`src/rtl/elevator_pkg.sv`:
```
// Shared definitions for the elevator car scheduler: state encoding and
// default sizing of the shaft and its timing.
package elevator_pkg;

    localparam int N_FLOORS_DEF   = 4;
    localparam int FW_DEF         = $clog2(N_FLOORS_DEF);
    localparam int TRAVEL_CYC_DEF = 8;
    localparam int DOOR_CYC_DEF   = 6;

    typedef enum logic [2:0] {
        IDLE      = 3'd0,
        MOVE_UP   = 3'd1,
        MOVE_DOWN = 3'd2,
        DOOR_OPEN = 3'd3,
        EMERG     = 3'd4
    } state_t;

endpackage

```
`src/rtl/elevator_scheduler_look_decider.sv`:
```
// LOOK direction decision: given the pending calls, the car position and the
// committed direction, say where the car should go next.
module look_decider
    import elevator_pkg::*;
#(
    parameter int N_FLOORS = N_FLOORS_DEF,
    parameter int FW       = FW_DEF
) (
    input  logic [N_FLOORS-1:0] pending,
    input  logic [FW-1:0]       current_floor,
    input  logic                dir_up,
    output logic                go_up,
    output logic                go_down,
    output logic                flip,
    output logic                any_ahead
);

    logic above;
    logic below;

    // Scan the pending set for calls strictly above / strictly below the car.
    always_comb begin
        above = 1'b0;
        below = 1'b0;
        for (int i = 0; i < N_FLOORS; i++) begin
            if (pending[i] && (i > int'(current_floor))) above = 1'b1;
            if (pending[i] && (i < int'(current_floor))) below = 1'b1;
        end
    end

    // Keep going while calls lie ahead; reverse only when everything is behind.
    assign any_ahead = dir_up ? above : below;
    assign flip      = !any_ahead && (dir_up ? below : above);
    assign go_up     = above && (dir_up || !below);
    assign go_down   = below && !go_up;

endmodule

```
`src/rtl/elevator_scheduler.sv`:
```
// Elevator car scheduler: latches floor calls, serves them in LOOK order,
// times floor-to-floor travel and door dwell, and drives the motor commands.
module elevator_scheduler
    import elevator_pkg::*;
#(
    parameter  int N_FLOORS   = N_FLOORS_DEF,
    parameter  int TRAVEL_CYC = TRAVEL_CYC_DEF,
    parameter  int DOOR_CYC   = DOOR_CYC_DEF,
    localparam int FW         = $clog2(N_FLOORS)
) (
    input  logic                clk,
    input  logic                reset,
    input  logic [N_FLOORS-1:0] floor_req,
    input  logic                emergency_stop,
    output logic                move_up,
    output logic                move_down,
    output logic                motor_stop,
    output logic                door_open,
    output logic [FW-1:0]       current_floor,
    output logic [N_FLOORS-1:0] pending,
    output logic                dir_up
);

    localparam int TW = $clog2(TRAVEL_CYC + 1);
    localparam int DW = $clog2(DOOR_CYC + 1);

    state_t              state_q, state_d, saved_q, saved_d, norm_next;
    logic [FW-1:0]       floor_q, floor_d, nf;
    logic [N_FLOORS-1:0] pending_q, pending_d, served_mask, cur_oh;
    logic                dir_up_q, dir_up_d;
    logic [TW-1:0]       trav_q, trav_d;
    logic [DW-1:0]       dwell_q, dwell_d;
    logic                step_up, step_dn;
    logic                go_up, go_down, flip, any_ahead;

    look_decider #(
        .N_FLOORS (N_FLOORS),
        .FW       (FW)
    ) u_look (
        .pending       (pending_q),
        .current_floor (floor_q),
        .dir_up        (dir_up_q),
        .go_up         (go_up),
        .go_down       (go_down),
        .flip          (flip),
        .any_ahead     (any_ahead)
    );

    assign cur_oh = N_FLOORS'(1) << floor_q;

    // Next-state, counters and served-call mask. Emergency only redirects the
    // state into EMERG and remembers where to resume; the current cycle's
    // action still completes, and EMERG itself holds every counter.
    always_comb begin
        norm_next   = state_q;
        floor_d     = floor_q;
        dir_up_d    = dir_up_q;
        trav_d      = trav_q;
        dwell_d     = dwell_q;
        served_mask = '0;
        step_up     = 1'b0;
        step_dn     = 1'b0;
        nf          = floor_q;
        case (state_q)
            IDLE: begin
                if (floor_req[floor_q] || pending_q[floor_q]) begin
                    norm_next   = DOOR_OPEN;
                    served_mask = cur_oh;
                end else if (go_up) begin
                    norm_next = MOVE_UP;
                    dir_up_d  = 1'b1;
                end else if (go_down) begin
                    norm_next = MOVE_DOWN;
                    dir_up_d  = 1'b0;
                end
            end
            MOVE_UP, MOVE_DOWN: begin
                if (trav_q == TW'(TRAVEL_CYC - 1)) begin
                    trav_d  = '0;
                    step_up = (state_q == MOVE_UP);
                    step_dn = (state_q == MOVE_DOWN);
                    nf      = step_up ? floor_q + 1'b1 : floor_q - 1'b1;
                    floor_d = nf;
                    if (pending_q[nf]) begin
                        norm_next   = DOOR_OPEN;
                        served_mask = N_FLOORS'(1) << nf;
                    end
                end else begin
                    trav_d = trav_q + 1'b1;
                end
            end
            DOOR_OPEN: begin
                // Calls for the open floor are absorbed and just extend dwell.
                served_mask = cur_oh;
                if (floor_req[floor_q]) begin
                    dwell_d = '0;
                end else if (dwell_q == DW'(DOOR_CYC - 1)) begin
                    dwell_d = '0;
                    if (any_ahead) begin
                        norm_next = dir_up_q ? MOVE_UP : MOVE_DOWN;
                    end else if (flip) begin
                        dir_up_d  = !dir_up_q;
                        norm_next = dir_up_q ? MOVE_DOWN : MOVE_UP;
                    end else begin
                        norm_next = IDLE;
                    end
                end else begin
                    dwell_d = dwell_q + 1'b1;
                end
            end
            EMERG:   norm_next = saved_q;
            default: norm_next = IDLE;
        endcase

        state_d   = emergency_stop ? EMERG : norm_next;
        saved_d   = (emergency_stop && state_q != EMERG) ? norm_next : saved_q;
        pending_d = (pending_q | floor_req) & ~served_mask;
    end

    // State, position, direction, counters and pending-call register.
    always_ff @(posedge clk or negedge reset) begin
        if (!reset) begin
            state_q   <= IDLE;
            saved_q   <= IDLE;
            floor_q   <= '0;
            pending_q <= '0;
            dir_up_q  <= 1'b1;
            trav_q    <= '0;
            dwell_q   <= '0;
        end else begin
            state_q   <= state_d;
            saved_q   <= saved_d;
            floor_q   <= floor_d;
            pending_q <= pending_d;
            dir_up_q  <= dir_up_d;
            trav_q    <= trav_d;
            dwell_q   <= dwell_d;
        end
    end

    // Catch any attempt to step the car off either end of the shaft.
    always_comb begin
        if (reset) begin
            assert (!(step_up && floor_q == FW'(N_FLOORS - 1)));
            assert (!(step_dn && floor_q == '0));
        end
    end

    assign move_up       = (state_q == MOVE_UP);
    assign move_down     = (state_q == MOVE_DOWN);
    assign motor_stop    = !(move_up || move_down);
    assign door_open     = (state_q == DOOR_OPEN);
    assign current_floor = floor_q;
    assign pending       = pending_q;
    assign dir_up        = dir_up_q;

endmodule
```
`config.mk`:
```
export PLATFORM = sky130hd
export DESIGN_NAME = elevator_scheduler
export DESIGN_NICKNAME = d
export VERILOG_FILES = /design/src/rtl/elevator_pkg.sv /design/src/rtl/elevator_scheduler_look_decider.sv /design/src/rtl/elevator_scheduler.sv
export SDC_FILE = /design/constraint.sdc
export NUM_CORES = 1
export LEC_CHECK = 0
export CAP_MARGIN = 20
export CORE_MARGIN = 3
export CORE_UTILIZATION = 65
export CTS_BUF_LIST = sky130_fd_sc_hd__clkbuf_8
export DETAILED_ROUTE_END_ITERATION = 6
export DONT_BUFFER_PORTS = 1
export GPL_ROUTABILITY_DRIVEN = 0
export PLACE_DENSITY_LB_ADDON = 0.15
export SLEW_MARGIN = 10
export SYNTH_ARGS = -nofsm -noshare
export SYNTH_HDL_FRONTEND = slang
export SYNTH_SLANG_ARGS = --single-unit
export TNS_END_PERCENT = 50
```
`constraint.sdc`:
```
create_clock -name clk -period 2.1 [get_ports clk]
set_input_delay 0.42 -clock clk [delete_from_list [all_inputs] [get_ports clk]]
set_output_delay 0.42 -clock clk [all_outputs]
set_load 0.02 [all_outputs]
```
# ---- Word-level counts from Yosys, hierarchy flattened
# Index checks and enable logic that the tools add are counted.
dict set report word_totals {
  ff_bits 20
  output_inout_bits 11
  input_bits 7
}
dict set report op_classes {
  reduce_logical 23
  shift 2
  n_addsub 4
  eq_ne 13
  bitwise_logic 3
  mux 43
  n_lt_le_gt_ge 8
}
# op count
set ops {}
lappend ops {{$mux W3} 10}
lappend ops {{$mux W1} 18}
lappend ops {{$mux W4} 4}
lappend ops {{$pmux W3 S4} 1}
lappend ops {{$pmux W4 S3} 1}
lappend ops {{$logic_and A1 B1 Y1} 10}
lappend ops {{$mux W2} 5}
lappend ops {{$shl A1 B2 Y4 const A} 2}
lappend ops {{$reduce_and A7 Y1} 1}
lappend ops {{$bmux W1 S2} 3}
lappend ops {{$eq A3 B2 Y1 const B} 2}
lappend ops {{$eq A3 B3 Y1 const B} 2}
lappend ops {{$lt A2 B3 Y1 const B} 2}
lappend ops {{$ne A2 B2 Y1 const B} 3}
lappend ops {{$logic_not A1 Y1} 5}
lappend ops {{$add A4 B1 Y4 const B} 1}
lappend ops {{$and A4 B4 Y4} 1}
lappend ops {{$eq A4 B3 Y1 const B} 1}
lappend ops {{$gt A2 B2 Y1 const A} 2}
lappend ops {{$lt A1 B2 Y1 const A} 2}
lappend ops {{$ne A2 B1 Y1 const B} 2}
lappend ops {{$not A4 Y4} 1}
lappend ops {{$or A4 B4 Y4} 1}
lappend ops {{$add A3 B1 Y3 const B} 1}
lappend ops {{other kinds (13)} 15}

# ---- Longest topological paths before layout
dict set report depth {
  depth_word 15
  ltp_mapped 8
}

# ---- By module
# A second synthesis with hierarchy kept.
dict set report unflattened {
  hier_cells 134
  hier_area_um2 1305.0
}
# mod area_per_inst_um2 seq_area_each_um2 cells_each instances
set modules_own_cells {}
lappend modules_own_cells {elevator_scheduler 1198.6 501.7 119 1}
lappend modules_own_cells {look_decider 106.4 0.0 15 1}

# ---- Least setup slack after synthesis
# No wires, ideal clock.
dict set report synth_timing {
  path_type {register to register}
  from {register floor_q[0] (netlist: current_floor[0])}
  to {register saved_q[1]}
  synth_period_minus_slack_ns 2.057
  path_stages_with_launch 7
  arrival_ns 1.928
  path_slack_ns 0.043
  setup_ns 0.129
  path_cell_list {dfrtp_1 buf_6 mux4_2 nor4_1 a211oi_1 nor4_2 o21ai_1}
}
dict set report synth_via {
  elab_chain_len 14
  elab_cells_between_ends 47
  cone_classes {2 x add/sub; 6 x order compare; 25 x mux; 14 x reduce/logical}
}
# element line_no
set synth_lines {}
lappend synth_lines {{start: declaration} elevator_scheduler.sv:28} ;# logic [FW-1:0] floor_q, floor_d, nf;
lappend synth_lines {{start signal: assignment} elevator_scheduler.sv:133} ;# floor_q <= floor_d;
lappend synth_lines {{$lt A1 B2 Y1} elevator_scheduler_look_decider.sv:27} ;# if (pending[i] && (i < int'(current_floor))) below = 1'b1;
lappend synth_lines {{$logic_and A1 B1 Y1} elevator_scheduler_look_decider.sv:27}
lappend synth_lines {{$mux W1 (3 in series)} elevator_scheduler_look_decider.sv:27}
lappend synth_lines {{$logic_not A1 Y1} elevator_scheduler_look_decider.sv:34} ;# assign go_up = above && (dir_up || !below);
lappend synth_lines {{$logic_or A1 B1 Y1} elevator_scheduler_look_decider.sv:34}
lappend synth_lines {{$logic_and A1 B1 Y1} elevator_scheduler_look_decider.sv:34}
lappend synth_lines {{$logic_not A1 Y1} elevator_scheduler_look_decider.sv:35} ;# assign go_down = below && !go_up;
lappend synth_lines {{$logic_and A1 B1 Y1} elevator_scheduler_look_decider.sv:35}
lappend synth_lines {{$mux W3} elevator_scheduler.sv:72} ;# end else if (go_down) begin
lappend synth_lines {{$mux W3} elevator_scheduler.sv:69} ;# end else if (go_up) begin
lappend synth_lines {{$mux W3} elevator_scheduler.sv:66} ;# if (floor_req[floor_q] || pending_q[floor_q]) begin
lappend synth_lines {{$pmux W3 S4 (*)} elevator_scheduler.sv:64} ;# case (state_q)
lappend synth_lines {{end signal: assignment} elevator_scheduler.sv:132} ;# saved_q <= saved_d;
lappend synth_lines {{end: declaration} elevator_scheduler.sv:27} ;# state_t state_q, state_d, saved_q, saved_d, norm_next;
# Mark *: on every way between the ends. The rest lies on a longest branch, timed or not. The select of a mux whose other input is x is not followed.
# A chain may end at the register's enable or synchronous reset.

# ---- Worst setup path after layout
dict set report layout_timing {
  from {register floor_q[1] (netlist: current_floor[1])}
  to {register saved_q[1]}
}
# Same word-level chain as after synthesis.

==> impl_metrics.yaml <==
pwr:
  total_leakage_power_nw: 0.6292
  max-vdd-ir-drop_uv: 1165
  p_per_area_mw_per_mm2: 1339
  clock_power_share_pct: 14.8
  finalPower_w: 0.001964
  switching_share_pct: 42.39
  p_sw_w: 0.0008328
  p_int_w: 0.001132
  p_comb_share_pct: 52.0
  seqPwrFrac_pct: 33.3
timing:
  finalHoldViolCount: 0
  fmax_mhz: 494.0
  min_period_ns: 2.024
  max-slew-margin-rel_pct: 39.91
  skew_ns: 0.004358
  post-route-period-util_pct: 96.39
  fin_tns_setup_ns: 0
  setup_slack_ns: 0.07580
  slew_violations: 0
  worstMarginPinSlew_ns: 0.8983
  setup_viol: 0
setup_path:
  slowest_stage: "a2111oi_0"
  worstPathRequired_ns: 2.28
  crit_type: "reg -> reg"
  max_stage_delay_ns: 0.54
  cp_max_fo: 8
  regToRegStartpoint: "current_floor[1]"
  cp.buffers_inverters: 1
  start_kind: "flop"
  cp.arrival_ns: 2.21
  ff2ff_path_depth: 6
  startpoint: "current_floor[1]"
  rrSetupSlack_ns: 0.08
  crit_family: "compound AO/OA/AOI/OAI gates"
  path_cells: "inv_1, ha_1, a221o_1, a2111oi_0, nor4_2, o21ai_1"
  r2r_end: "saved_q[1]"
  crit_path_end_kind: "flop"
synthesis:
  syn_area_mm2: 0.001274
  syn_nets: 135
  yosys.area.top_type_share_pct: 37.33
  synth_fa_ha_area_share_pct: 6.876
  syn_area_per_cell_um2: 10.53
  synth.area.mux_share_pct: 6.680
  ys.flop_type: "dfrtp_1"
  synth_xor_area_share_pct: 4.028
  synth_compound_gate_area_share_pct: 16.90
  postSynthCellCount: 121
  yosysTopAreaCell: "dfrtp_1"
  synth-async-reset-ratio_pct: 100.0
  synthSimpleGateAreaFrac_pct: 21.41
  synth.yosys.warnings: 0
  ys_seq_elements: 20
  synth_top_family_by_area: "simple AND/OR/NAND/NOR gates"
  seq_area_frac_synth_pct: 39.39
  synth_area_leaders: "dfrtp_1 (37%), ha_1 (6.9%), mux4_2 (3.5%)"
  synth_edf_count: 0
  synth.distinct_cells: 46
placed_design:
  post-dp-hpwl_um: 2006
  pre_cts_ws_ns: 0.02397
  port_buffers: 0
clocking:
  cts_buffer_depth: 2
  clock-sinks: 20
  numCtsBuffers: 3
  clk_latency_ns: 0.26
  cts_root_buf: "clkbuf_8"
  htreeDepth: 1
  clkTransAtPathRegs_ns: 0.07
  cts_tree: "built"
grt:
  grt_max_degree: 21
  grt-ovfl-total: 0
  busiest_layer: "met2"
  grt_pass1_wl_um: 4671
  use_met1_pct: 28.63
  use_met2_pct: 41.96
  grt_pass1_vias: 1036
  grt_use_total_pct: 24.79
  use_met3_pct: 4.748
  antenna_found_initial: 0
drt:
  vias: 1026
  vias_per_cell: 6.373
  drt_iter0_markers: 31
  routed_wl_um: 2796
  first_pass_iters: 4
  wire_per_inst_um: 17.37
  antenna_left: 0
  post-route-drc-count: 0
min_path:
  min_from: "emergency_stop"
  hold-path-endpoint: "state_q[1]"
  min_path_type: "in -> reg"
  worstHoldPathCells: 1
cells_and_area:
  area_growth_pct: 15.23
  nNetsFinal: 151
  post-route-util_pct: 82.32
  drive_above_1_share_pct: 27.21
  num_antenna_cells: 0
floorplan:
  boundaryPins: 18
  start_util_pct: 71.44
  core_area_mm2: 0.001783
  dieArea_mm2: 0.002527
  die_h_um: 50.27
  die_x_um: 50.27
  row_count: 15
status:
  outcome: "complete, no violations"
run:
  drv_cap: 0
==> flip-flops by register name, summed over array words and instances (netlist names) <==
signal / count
dwell_q: 3
dir_up: 1
state_q: 3
pending: 4
current_floor: 2
trav_q: 4
saved_q: 3
==> how the worst max path moves through the flow <==
stage                             to  slack (ns)  cells past startpoint
after floorplan           saved_q[1]        0.04                      6
after global placement    saved_q[0]        0.12                      5
after detailed placement  saved_q[0]        0.02                      6
after CTS                 saved_q[0]       0.008                      6
after global routing      saved_q[1]      -0.005                      6
final                     saved_q[1]        0.08                      6
==> layer usage <==
layer | part of all wire (%) | wire length [um]
met1 | 41 | 1149
met2 | 49 | 1377
met3 | 6.0 | 169
met4 | 3.6 | 100
met5 | 0 | 0
==> timing repair <==
action | in CTS | in global routing
hold endpoints to repair | 20 | 0
gates resized for setup | 0 | 6
buffers inserted | 0 | 0
hold buffers | 1 | 0
endpoints found under the setup margin | 0 | 4
==> power groups by stage <==
stage / sequential, W / combinational (W) / clock [W]
after floorplan: 0.000670 / 0.000649 / 0
after global placement: 0.000640 / 0.000899 / 0
after detailed placement: 0.000652 / 0.000933 / 0
after CTS: 0.000646 / 0.000953 / 0.000292
after global routing: 0.000673 / 0.00110 / 0.000314
final: 0.000653 / 0.00102 / 0.000290
==> layout make-up <==
class	instances	area, um^2
clock buffers	4	55.05
fillers	103	315.3
inverters	4	15.01
multi-input cells	92	739.5
flip-flops and latches	20	504.2
well taps	25	31.28
repair buffers	16	122.6
==> Yosys cell counts, types with 4 or more instances <==
master    count
ha_1          7
nand2_1      11
mux2i_1       4
dfrtp_1      19
nor2_1       12
inv_1         4
a221oi_1      4
==> layout by cell type, fill, tap and decap left out, drive strengths merged, types with 4 or more instances in the layout <==
cell type	netlist	final
nor3	4	4
inv	4	4
buf	4	15
nand2	11	11
o21ai	6	6
a221oi	4	4
ha	7	7
nor2	12	12
dfrtp	19	19
clkbuf	1	4
mux2i	4	4
==> through the flow <==
step,area [um^2],hold WS (ns),std cells
after global routing,1468,0.2168,161
final,1468,0.2203,161
after CTS,1438,0.2171,161
after global placement,1373,0.1248,156
after detailed placement,1373,0.1249,156
after floorplan,1274,0.1244,121
==> cells by family after synthesis <==
| family | Yosys count |
|---|---|
| buffers and inverters | 9 |
| and+or+nand+nor | 47 |
| DFF | 20 |
| xor gates and xnor gates | 5 |
| AOI/OAI and AO/OA | 27 |
| muxes | 6 |
| adders and majority gates | 7 |
(Power assumes the default switching activity.)
